===== src/rtl/core_pkg.sv =====
// Shared encodings for the memory stage: result source select, load/store
// funct3 codes and the memory access FSM states.
package core_pkg;

    localparam logic [1:0] RS_ALU  = 2'b00;
    localparam logic [1:0] RS_LOAD = 2'b01;
    localparam logic [1:0] RS_PC4  = 2'b10;

    localparam logic [2:0] F3_B    = 3'b000;
    localparam logic [2:0] F3_H    = 3'b001;
    localparam logic [2:0] F3_W    = 3'b010;
    localparam logic [2:0] F3_BU   = 3'b100;
    localparam logic [2:0] F3_HU   = 3'b101;

    typedef enum logic [0:0] {
        ST_IDLE = 1'b0,
        ST_RESP = 1'b1
    } mem_state_e;

    // Word-aligns a byte address for the data bus.
    function automatic logic [31:0] word_addr(input logic [31:0] addr);
        return {addr[31:2], 2'b00};
    endfunction

endpackage


===== src/rtl/mem_align.sv =====
// Combinational byte-lane steering for data memory: store lane alignment,
// byte enables, load extraction/extension and fault detection.
module mem_align
    import core_pkg::*;
(
    input  logic [1:0]  addr_lo,
    input  logic [2:0]  funct3,
    input  logic        is_load,
    input  logic        is_store,
    input  logic [31:0] store_data,
    input  logic [31:0] load_raw,
    output logic [31:0] wdata,
    output logic [3:0]  be,
    output logic [31:0] load_data,
    output logic        fault
);

    logic [31:0] load_shift_s;

    assign load_shift_s = load_raw >> {addr_lo, 3'b000};

    // Store lane replication and byte enables.
    always_comb begin
        wdata = 32'h0000_0000;
        be    = 4'b0000;
        case (funct3)
            F3_B: begin
                wdata = {4{store_data[7:0]}};
                be    = 4'b0001 << addr_lo;
            end
            F3_H: begin
                wdata = {2{store_data[15:0]}};
                be    = 4'b0011 << addr_lo;
            end
            F3_W: begin
                wdata = store_data;
                be    = 4'b1111;
            end
            default: begin
                wdata = 32'h0000_0000;
                be    = 4'b0000;
            end
        endcase
    end

    // Load lane extraction with sign or zero extension.
    always_comb begin
        load_data = 32'h0000_0000;
        case (funct3)
            F3_B:    load_data = {{24{load_shift_s[7]}}, load_shift_s[7:0]};
            F3_H:    load_data = {{16{load_shift_s[15]}}, load_shift_s[15:0]};
            F3_W:    load_data = load_shift_s;
            F3_BU:   load_data = {24'h00_0000, load_shift_s[7:0]};
            F3_HU:   load_data = {16'h0000, load_shift_s[15:0]};
            default: load_data = 32'h0000_0000;
        endcase
    end

    // Misalignment and illegal-width detection; a store wins over a load.
    always_comb begin
        fault = 1'b0;
        if (is_store) begin
            case (funct3)
                F3_B:    fault = 1'b0;
                F3_H:    fault = addr_lo[0];
                F3_W:    fault = (addr_lo != 2'b00);
                default: fault = 1'b1;
            endcase
        end else if (is_load) begin
            case (funct3)
                F3_B, F3_BU: fault = 1'b0;
                F3_H, F3_HU: fault = addr_lo[0];
                F3_W:        fault = (addr_lo != 2'b00);
                default:     fault = 1'b1;
            endcase
        end else begin
            fault = 1'b0;
        end
    end

endmodule


===== src/rtl/stage_memory.sv =====
// Memory pipeline stage: issues data-memory requests, stalls while an access
// is outstanding and registers results toward writeback.
module stage_memory
    import core_pkg::*;
(
    input  logic        clk,
    input  logic        rst_n,
    input  logic [31:0] execute_alu_result,
    input  logic [31:0] execute_wr_datamem_data,
    input  logic [2:0]  execute_funct3,
    input  logic        execute_datamem_wr_enable,
    input  logic [1:0]  execute_result_src,
    input  logic [4:0]  execute_rd,
    input  logic        execute_regfile_wr_enable,
    input  logic [31:0] execute_instr_addr_plus,
    output logic        dmem_req,
    output logic        dmem_we,
    output logic [31:0] dmem_addr,
    output logic [31:0] dmem_wdata,
    output logic [3:0]  dmem_be,
    input  logic        dmem_gnt,
    input  logic        dmem_rvalid,
    input  logic [31:0] dmem_rdata,
    output logic        mem_stall,
    output logic [4:0]  mem_rd,
    output logic        mem_regfile_wr_enable,
    output logic [1:0]  mem_result_src,
    output logic [31:0] mem_alu_result,
    output logic [31:0] mem_read_data,
    output logic [31:0] mem_instr_addr_plus,
    output logic        mem_misaligned
);

    mem_state_e  state_r, state_next_s;
    logic        is_store_s, is_load_s, fault_s, op_valid_s;
    logic        req_s, stall_s;
    logic [31:0] load_data_s;
    logic [31:0] read_data_next_s;

    assign is_store_s = execute_datamem_wr_enable;
    assign is_load_s  = (execute_result_src == RS_LOAD) && !execute_datamem_wr_enable;
    assign op_valid_s = (is_store_s || is_load_s) && !fault_s;

    mem_align u_align (
        .addr_lo    (execute_alu_result[1:0]),
        .funct3     (execute_funct3),
        .is_load    (is_load_s),
        .is_store   (is_store_s),
        .store_data (execute_wr_datamem_data),
        .load_raw   (dmem_rdata),
        .wdata      (dmem_wdata),
        .be         (dmem_be),
        .load_data  (load_data_s),
        .fault      (fault_s)
    );

    assign dmem_req  = req_s;
    assign dmem_we   = req_s && is_store_s;
    assign dmem_addr = word_addr(execute_alu_result);
    assign mem_stall = stall_s;

    // Access FSM state register.
    always_ff @(posedge clk or negedge rst_n) begin
        if (!rst_n) begin
            state_r <= ST_IDLE;
        end else begin
            state_r <= state_next_s;
        end
    end

    // Next state, bus request and stall; stall never depends on rdata.
    always_comb begin
        state_next_s = state_r;
        req_s        = 1'b0;
        stall_s      = 1'b0;
        case (state_r)
            ST_IDLE: begin
                if (op_valid_s) begin
                    req_s = 1'b1;
                    if (dmem_gnt) begin
                        if (is_store_s) begin
                            state_next_s = ST_IDLE;
                            stall_s      = 1'b0;
                        end else begin
                            state_next_s = ST_RESP;
                            stall_s      = 1'b1;
                        end
                    end else begin
                        state_next_s = ST_IDLE;
                        stall_s      = 1'b1;
                    end
                end else begin
                    state_next_s = ST_IDLE;
                end
            end
            ST_RESP: begin
                if (dmem_rvalid) begin
                    state_next_s = ST_IDLE;
                    stall_s      = 1'b0;
                end else begin
                    state_next_s = ST_RESP;
                    stall_s      = 1'b1;
                end
            end
            default: begin
                state_next_s = ST_IDLE;
            end
        endcase
    end

    // Load data is only meaningful on the cycle the response completes.
    always_comb begin
        if ((state_r == ST_RESP) && dmem_rvalid) begin
            read_data_next_s = load_data_s;
        end else begin
            read_data_next_s = 32'h0000_0000;
        end
    end

    // Output pipeline register; inserts a bubble while stalled.
    always_ff @(posedge clk or negedge rst_n) begin
        if (!rst_n) begin
            mem_rd                <= 5'd0;
            mem_regfile_wr_enable <= 1'b0;
            mem_result_src        <= RS_ALU;
            mem_alu_result        <= 32'h0000_0000;
            mem_read_data         <= 32'h0000_0000;
            mem_instr_addr_plus   <= 32'h0000_0000;
            mem_misaligned        <= 1'b0;
        end else if (!stall_s) begin
            mem_rd                <= execute_rd;
            mem_regfile_wr_enable <= execute_regfile_wr_enable && !fault_s;
            mem_result_src        <= execute_result_src;
            mem_alu_result        <= execute_alu_result;
            mem_read_data         <= read_data_next_s;
            mem_instr_addr_plus   <= execute_instr_addr_plus;
            mem_misaligned        <= fault_s;
        end else begin
            mem_rd                <= 5'd0;
            mem_regfile_wr_enable <= 1'b0;
            mem_result_src        <= RS_ALU;
            mem_alu_result        <= execute_alu_result;
            mem_read_data         <= 32'h0000_0000;
            mem_instr_addr_plus   <= execute_instr_addr_plus;
            mem_misaligned        <= 1'b0;
        end
    end

endmodule


===== config.mk =====
export PLATFORM = sky130hd
export DESIGN_NAME = stage_memory
export DESIGN_NICKNAME = d
export VERILOG_FILES = /design/src/rtl/core_pkg.sv /design/src/rtl/mem_align.sv /design/src/rtl/stage_memory.sv
export SDC_FILE = /design/constraint.sdc
export NUM_CORES = 1
export LEC_CHECK = 0
export CORE_MARGIN = 5
export CORE_UTILIZATION = 32
export CTS_CLUSTER_SIZE = 24
export DETAILED_ROUTE_END_ITERATION = 10
export GPL_ROUTABILITY_DRIVEN = 1
export GPL_TIMING_DRIVEN = 0
export PLACE_DENSITY_LB_ADDON = 0.15
export SETUP_SLACK_MARGIN = 0.02
export SYNTH_ARGS = -nofsm -noshare
export SYNTH_HDL_FRONTEND = slang
export SYNTH_SLANG_ARGS = --single-unit

===== constraint.sdc =====
create_clock -name clk -period 1.81 [get_ports clk]
set_input_delay 0.4525 -clock clk [delete_from_list [all_inputs] [get_ports clk]]
set_output_delay 0.4525 -clock clk [all_outputs]
set_load 0.03 [all_outputs]

* After elaboration in Yosys (flattened, before gate mapping)
Cells that the tools add are included.
Word-level totals: memories 0, bits in registers 106, input bits 144, memory bits (read-only) 0, word-level logic and storage cells 52, output and inout bits 176, RAM bits 0, latch bits 0
Operators by class: div/mod/pow operators 0, magnitude comparators 0, muxes and demuxes 23, add/sub/neg operators 0, reduce and logical (&&, ||, !) cells 12, equality and inequality tests 5, $mul 0, shifts and indexed selects 3, bitwise logic cells 1
Operator list (count):
- $pmux 32 s5 | 1
- $pmux 32 s3 | 1
- $mux 32 | 2
- $shr 32x5->32 | 1
- $mux 1 | 12
- $pmux 4 s3 | 1
- $eq 3x3->1 const B | 2
- $pmux 1 s3 | 2
- $logic_and 1x1->1 | 5
- $mux 5 | 1
- $pmux 1 s2 | 2
- $reduce_or 2->1 | 2
- $shl 1x2->4 const A | 1
- $shl 2x2->4 const A | 1
- $eq 3x1->1 const B | 1
- $eq 3x2->1 const B | 1
- $logic_not 3->1 | 1
- $eq 2x1->1 const B | 1
- $logic_not 1->1 | 2
- $mux 2 | 1
- $reduce_bool 2->1 | 1
- $logic_or 1x1->1 | 1
- $not 1->1 | 1

* Depth between registers and ports, before layout
depth after elaboration 10, gate-level depth with buffers 6, mapped depth without buffers 4

* Cells and area by module
From an unflattened synthesis, not the netlist that was laid out.
Unflattened totals: cells, all modules 427, area, all modules 4636.9 um2
Modules (own cells, without submodules):
- stage_memory | sequential area each 2652.5 um2, times used 1, area an instance 3268.1 um2, cells an instance 197
- mem_align | sequential area each 0.0 um2, times used 1, area an instance 1368.8 um2, cells an instance 230

* Worst setup path after synthesis
Ideal clock, no wire load.
path type input port to output port, start point input execute_funct3[0], end point output dmem_be[3], data arrival time 1.900 ns, data required time 1.357 ns, slack -0.542 ns, buffers on the path 2, stages on the path 4, cell sequence buf_2 > buf_2 > a21oi_1 > a21boi_0
On the way: word-level cells in the longest chain between the ends 2, elaborated cells between the ends (all ways) 4, those cells by class 2 x eq/ne; 1 x mux; 1 x reduce/logical
RTL lines:
- start: declaration | RTL line stage_memory.sv:10 | input logic [2:0] execute_funct3,
- $eq 3x2->1, or another cell as far along | RTL line mem_align.sv:26 | case (funct3)
- $pmux 4 s3 (*) | RTL line mem_align.sv:26
- end: declaration | RTL line stage_memory.sv:20 | output logic [3:0] dmem_be,
Mark *: on every way between the ends. The rest lies on a longest branch, timed or not.

* Worst setup path after layout
start point input execute_funct3[0], end point output dmem_wdata[20]
On the way: word-level cells in the longest chain between the ends 2, elaborated cells between the ends (all ways) 4, those cells by class 2 x eq/ne; 1 x mux; 1 x reduce/logical
RTL lines:
- $eq 3x2->1, or another cell as far along | RTL line mem_align.sv:26
- $pmux 32 s3 (*) | RTL line mem_align.sv:26
- end: declaration | RTL line stage_memory.sv:19 | output logic [31:0] dmem_wdata,
Marks and branches as above.

==> results.ini <==
[outcome]
violations = negative setup slack
outcome = complete, but fails checks

[floorplan]
initial_core_util_pct = 32.5
core_um2 = 13800
dieArea_um2 = 16400
rows = 43
io_pins = 320
die_x_um = 128
fp.dieH_um = 128

[synthesis]
syn_inst = 393
ys_seq_area_share_pct = 59.3
avgSynthCellArea_um2 = 11.4
yosysUniqueCellTypes = 35
syn_area_um2 = 4470
ys_warn_count = 0
synth_seq_cells = 106

[clocking]
clk_latency_ns = 0.34
path_clk_slew_ns = 0.07
htree_levels = 3
cts_tree = built
cts.path.max_buffers = 2
cts_made_buffers = 9
cts_sinks = 106
cts_root_buffer = clkbuf_16

[sta]
final-hold-violation-count = 0
timing.fmax_mhz = 496
min_period_over_period_pct = 111
setup_viol = 29
post-route-min-period_ns = 2.02
worst_clock_skew_ns = 0.00381
max-slew-margin-rel_pct = 43.9
rsz0062_at_grt = true
hold_slack_ns = 0.193
drv_slew = 0
fin_ws_ns = -0.206
worstMarginPinSlew_ns = 0.842

[setup_path]
crit_arrival_ns = 1.56
cp_num_buf_inv = 5
cp_max_fo = 7
cp-end-kind = primary output
crit_path_start_kind = input port
cpMaxStageDelayCell = buf_4
cp.required_ns = 1.36
criticalPathCategory = in2out
crit_path_cell_trace = buf_8 -> buf_8 -> buf_12 -> nor2_4 -> buf_4 -> a22oi_1 -> nor2_1 -> buf_4
max_stage_delay_ns = 0.19
cp_top_family = buffers and inverters

[finish]
fillers = 1139
drive_above_1_share_pct = 36.5
fin_nets = 885
seqCellArea_um2 = 2650
area_growth_pct = 96.2
fin_area_um2 = 8780
multi_input_area_um2 = 1950

[power]
combPwrFrac_pct = 27.5
clkPwrFrac_pct = 31.4
leakage_nw = 4.13
swShare_pct = 30.1
p_per_area_nw_per_um2 = 686
peakVddDrop_mv = 0.444
cell_internal_pwr_mw = 4.21
power.net_switching_mw = 1.81
seqPwrFrac_pct = 41.1

[detailed_routing]
dr.pass1.iters = 4
drc_errors = 0
initialDrtViolationCount = 182
routed_wl_um = 18100
avgViaCountPerCell = 4.63
vias = 4288
wire_per_inst_um = 19.5
ant_nets = 0

[grt]
antenna_found_initial = 1
grt_max_degree = 69
gr-usage-met2_pct = 39.9
grt_pass1_vias = 4623
grt_pass1_wl_um = 26500
grt_overflow_total = 0
grt.busiest_layer = met2
grt_use_met3_pct = 6.21
grtUsageMet1_pct = 22.4
grt_use_total_pct = 21.2

[place]
hpwl_um = 14300
place_area_um2 = 8270
port_buffers = 316
place.gp.congestion = 0.856

[worst_hold_path]
hold_class = in2async

[job]
drv_cap = 0

cell usage in the layout, fill, tap and decap left out, drive strengths merged, types with 4 or more instances in the layout:
| cell type | count |
|---|---|
| dfrtp | 106 |
| nand2 | 43 |
| dlymetal6s2s | 5 |
| a22oi | 9 |
| inv | 6 |
| a21oi | 45 |
| buf | 139 |
| clkdlybuf4s15 | 4 |
| clkdlybuf4s50 | 131 |
| and2 | 24 |
| clkbuf | 13 |
| mux2 | 19 |
| o21ai | 12 |
| a211oi | 15 |
| nor2b | 12 |
| nor2 | 25 |
| dlygate4sd2 | 106 |
| mux2i | 9 |
per-layer routing:
metal	vias to the layer above	routed length [um]
li1	1987	-
met1	2059	6250
met2	216	9690
met3	26	1760
met4	0	369
met5	-	0
sequential cells by signal, indices dropped and copies added (netlist names):
| name | count |
|---|---|
| mem_alu_result | 32 |
| mem_instr_addr_plus | 32 |
| mem_read_data | 32 |
| mem_rd | 5 |
| mem_result_src | 2 |
| mem_misaligned | 1 |
| mem_regfile_wr_enable | 1 |
| state_r | 1 |
cell usage after synthesis:
master | number | area share (%)
a22oi_2 | 1 | 0.28
a21oi_2 | 10 | 2.0
dfrtp_1 | 106 | 59
nand3_1 | 1 | 0.11
nor2b_1 | 12 | 1.7
and2_1 | 24 | 3.4
nor4b_4 | 1 | 0.53
a21boi_0 | 1 | 0.17
inv_1 | 2 | 0.17
and3_1 | 1 | 0.14
a22oi_1 | 8 | 1.3
inv_2 | 2 | 0.17
mux2i_1 | 9 | 2.0
nor4b_1 | 2 | 0.39
o21ai_1 | 10 | 1.1
nor2_1 | 25 | 2.1
o21a_1 | 1 | 0.17
o21ai_0 | 2 | 0.22
buf_6 | 2 | 0.50
a211oi_1 | 15 | 2.5
buf_1 | 2 | 0.17
a21oi_1 | 34 | 3.8
buf_2 | 14 | 1.6
nor4_2 | 1 | 0.28
conb_1 | 1 | 0.084
nor3_1 | 1 | 0.11
o211a_2 | 1 | 0.22
nand2b_1 | 3 | 0.42
nand3_2 | 1 | 0.22
nand2_1 | 43 | 3.6
nand3b_4 | 1 | 0.45
o211ai_2 | 1 | 0.28
mux2_2 | 19 | 4.8
clkbuf_1 | 3 | 0.25
buf_4 | 33 | 5.5
metrics by stage:
step	util (%)	power, mW	setup slack [ns]	std cells	TNS [ns]
after detailed placement	60.0	4.16	-1.51	891	-82.20
after global routing	63.7	6.25	-0.249	927	-5.93
after CTS	64.0	6.09	-0.183	926	-4.92
after floorplan	-	3.31	-0.0437	394	-0.131
after global placement	59.9	4.13	-3.67	890	-468.07
final	63.7	6.02	-0.206	927	-4.43
logic make-up after synthesis:
group	after synthesis	synth area share [%]
other	1	0.0838
multiplexers	28	6.80
buffers and inverters	58	8.36
AO/OA/AOI/OAI	84	12.1
AND/OR/NAND/NOR	116	13.4
flip-flops	106	59.3
power groups by stage:
stage | sequential (mW) | clock [mW] | combinational, mW
2_1_floorplan | 2.72 | 0 | 0.595
4_1_cts | 2.48 | 1.94 | 1.67
3_3_place_gp | 2.53 | 0 | 1.61
5_1_grt | 2.48 | 2.02 | 1.74
3_5_place_dp | 2.53 | 0 | 1.63
6_report | 2.48 | 1.89 | 1.65
cell type report:
class | count | area share (%)
inverters | 4 | 0.228
flip-flops and latches | 106 | 30.2
clock inverters | 6 | 0.570
multi-input cells | 231 | 22.2
diodes | 1 | 0.0285
repair buffers | 338 | 36.0
well taps | 180 | 2.57
plain buffers | 51 | 5.47
clock buffers | 10 | 2.72
final timing paths:
path	from	endpoint	slack [ns]	cells past startpoint
min in group clk	execute_alu_result[1]	mem_alu_result[1]	0.27	1
hold / removal	rst_n	mem_read_data[28]	0.19	1
setup reg to reg	state_r	mem_regfile_wr_enable	0.39	5
hold reg to reg	state_r	state_r	0.70	3
setup / recovery	execute_funct3[0]	dmem_wdata[20]	-0.21	8
max in group asynchronous	rst_n	mem_instr_addr_plus[16]	0.89	2
timing repair:
item	in CTS	in global routing
hold buffers	0	0
gates resized for setup	563	58
setup buffers	19	1
cloned	3	0
pin swaps	31	5
setup endpoints to repair	213	59
No activity file was read; power rests on OpenSTA's default activity.
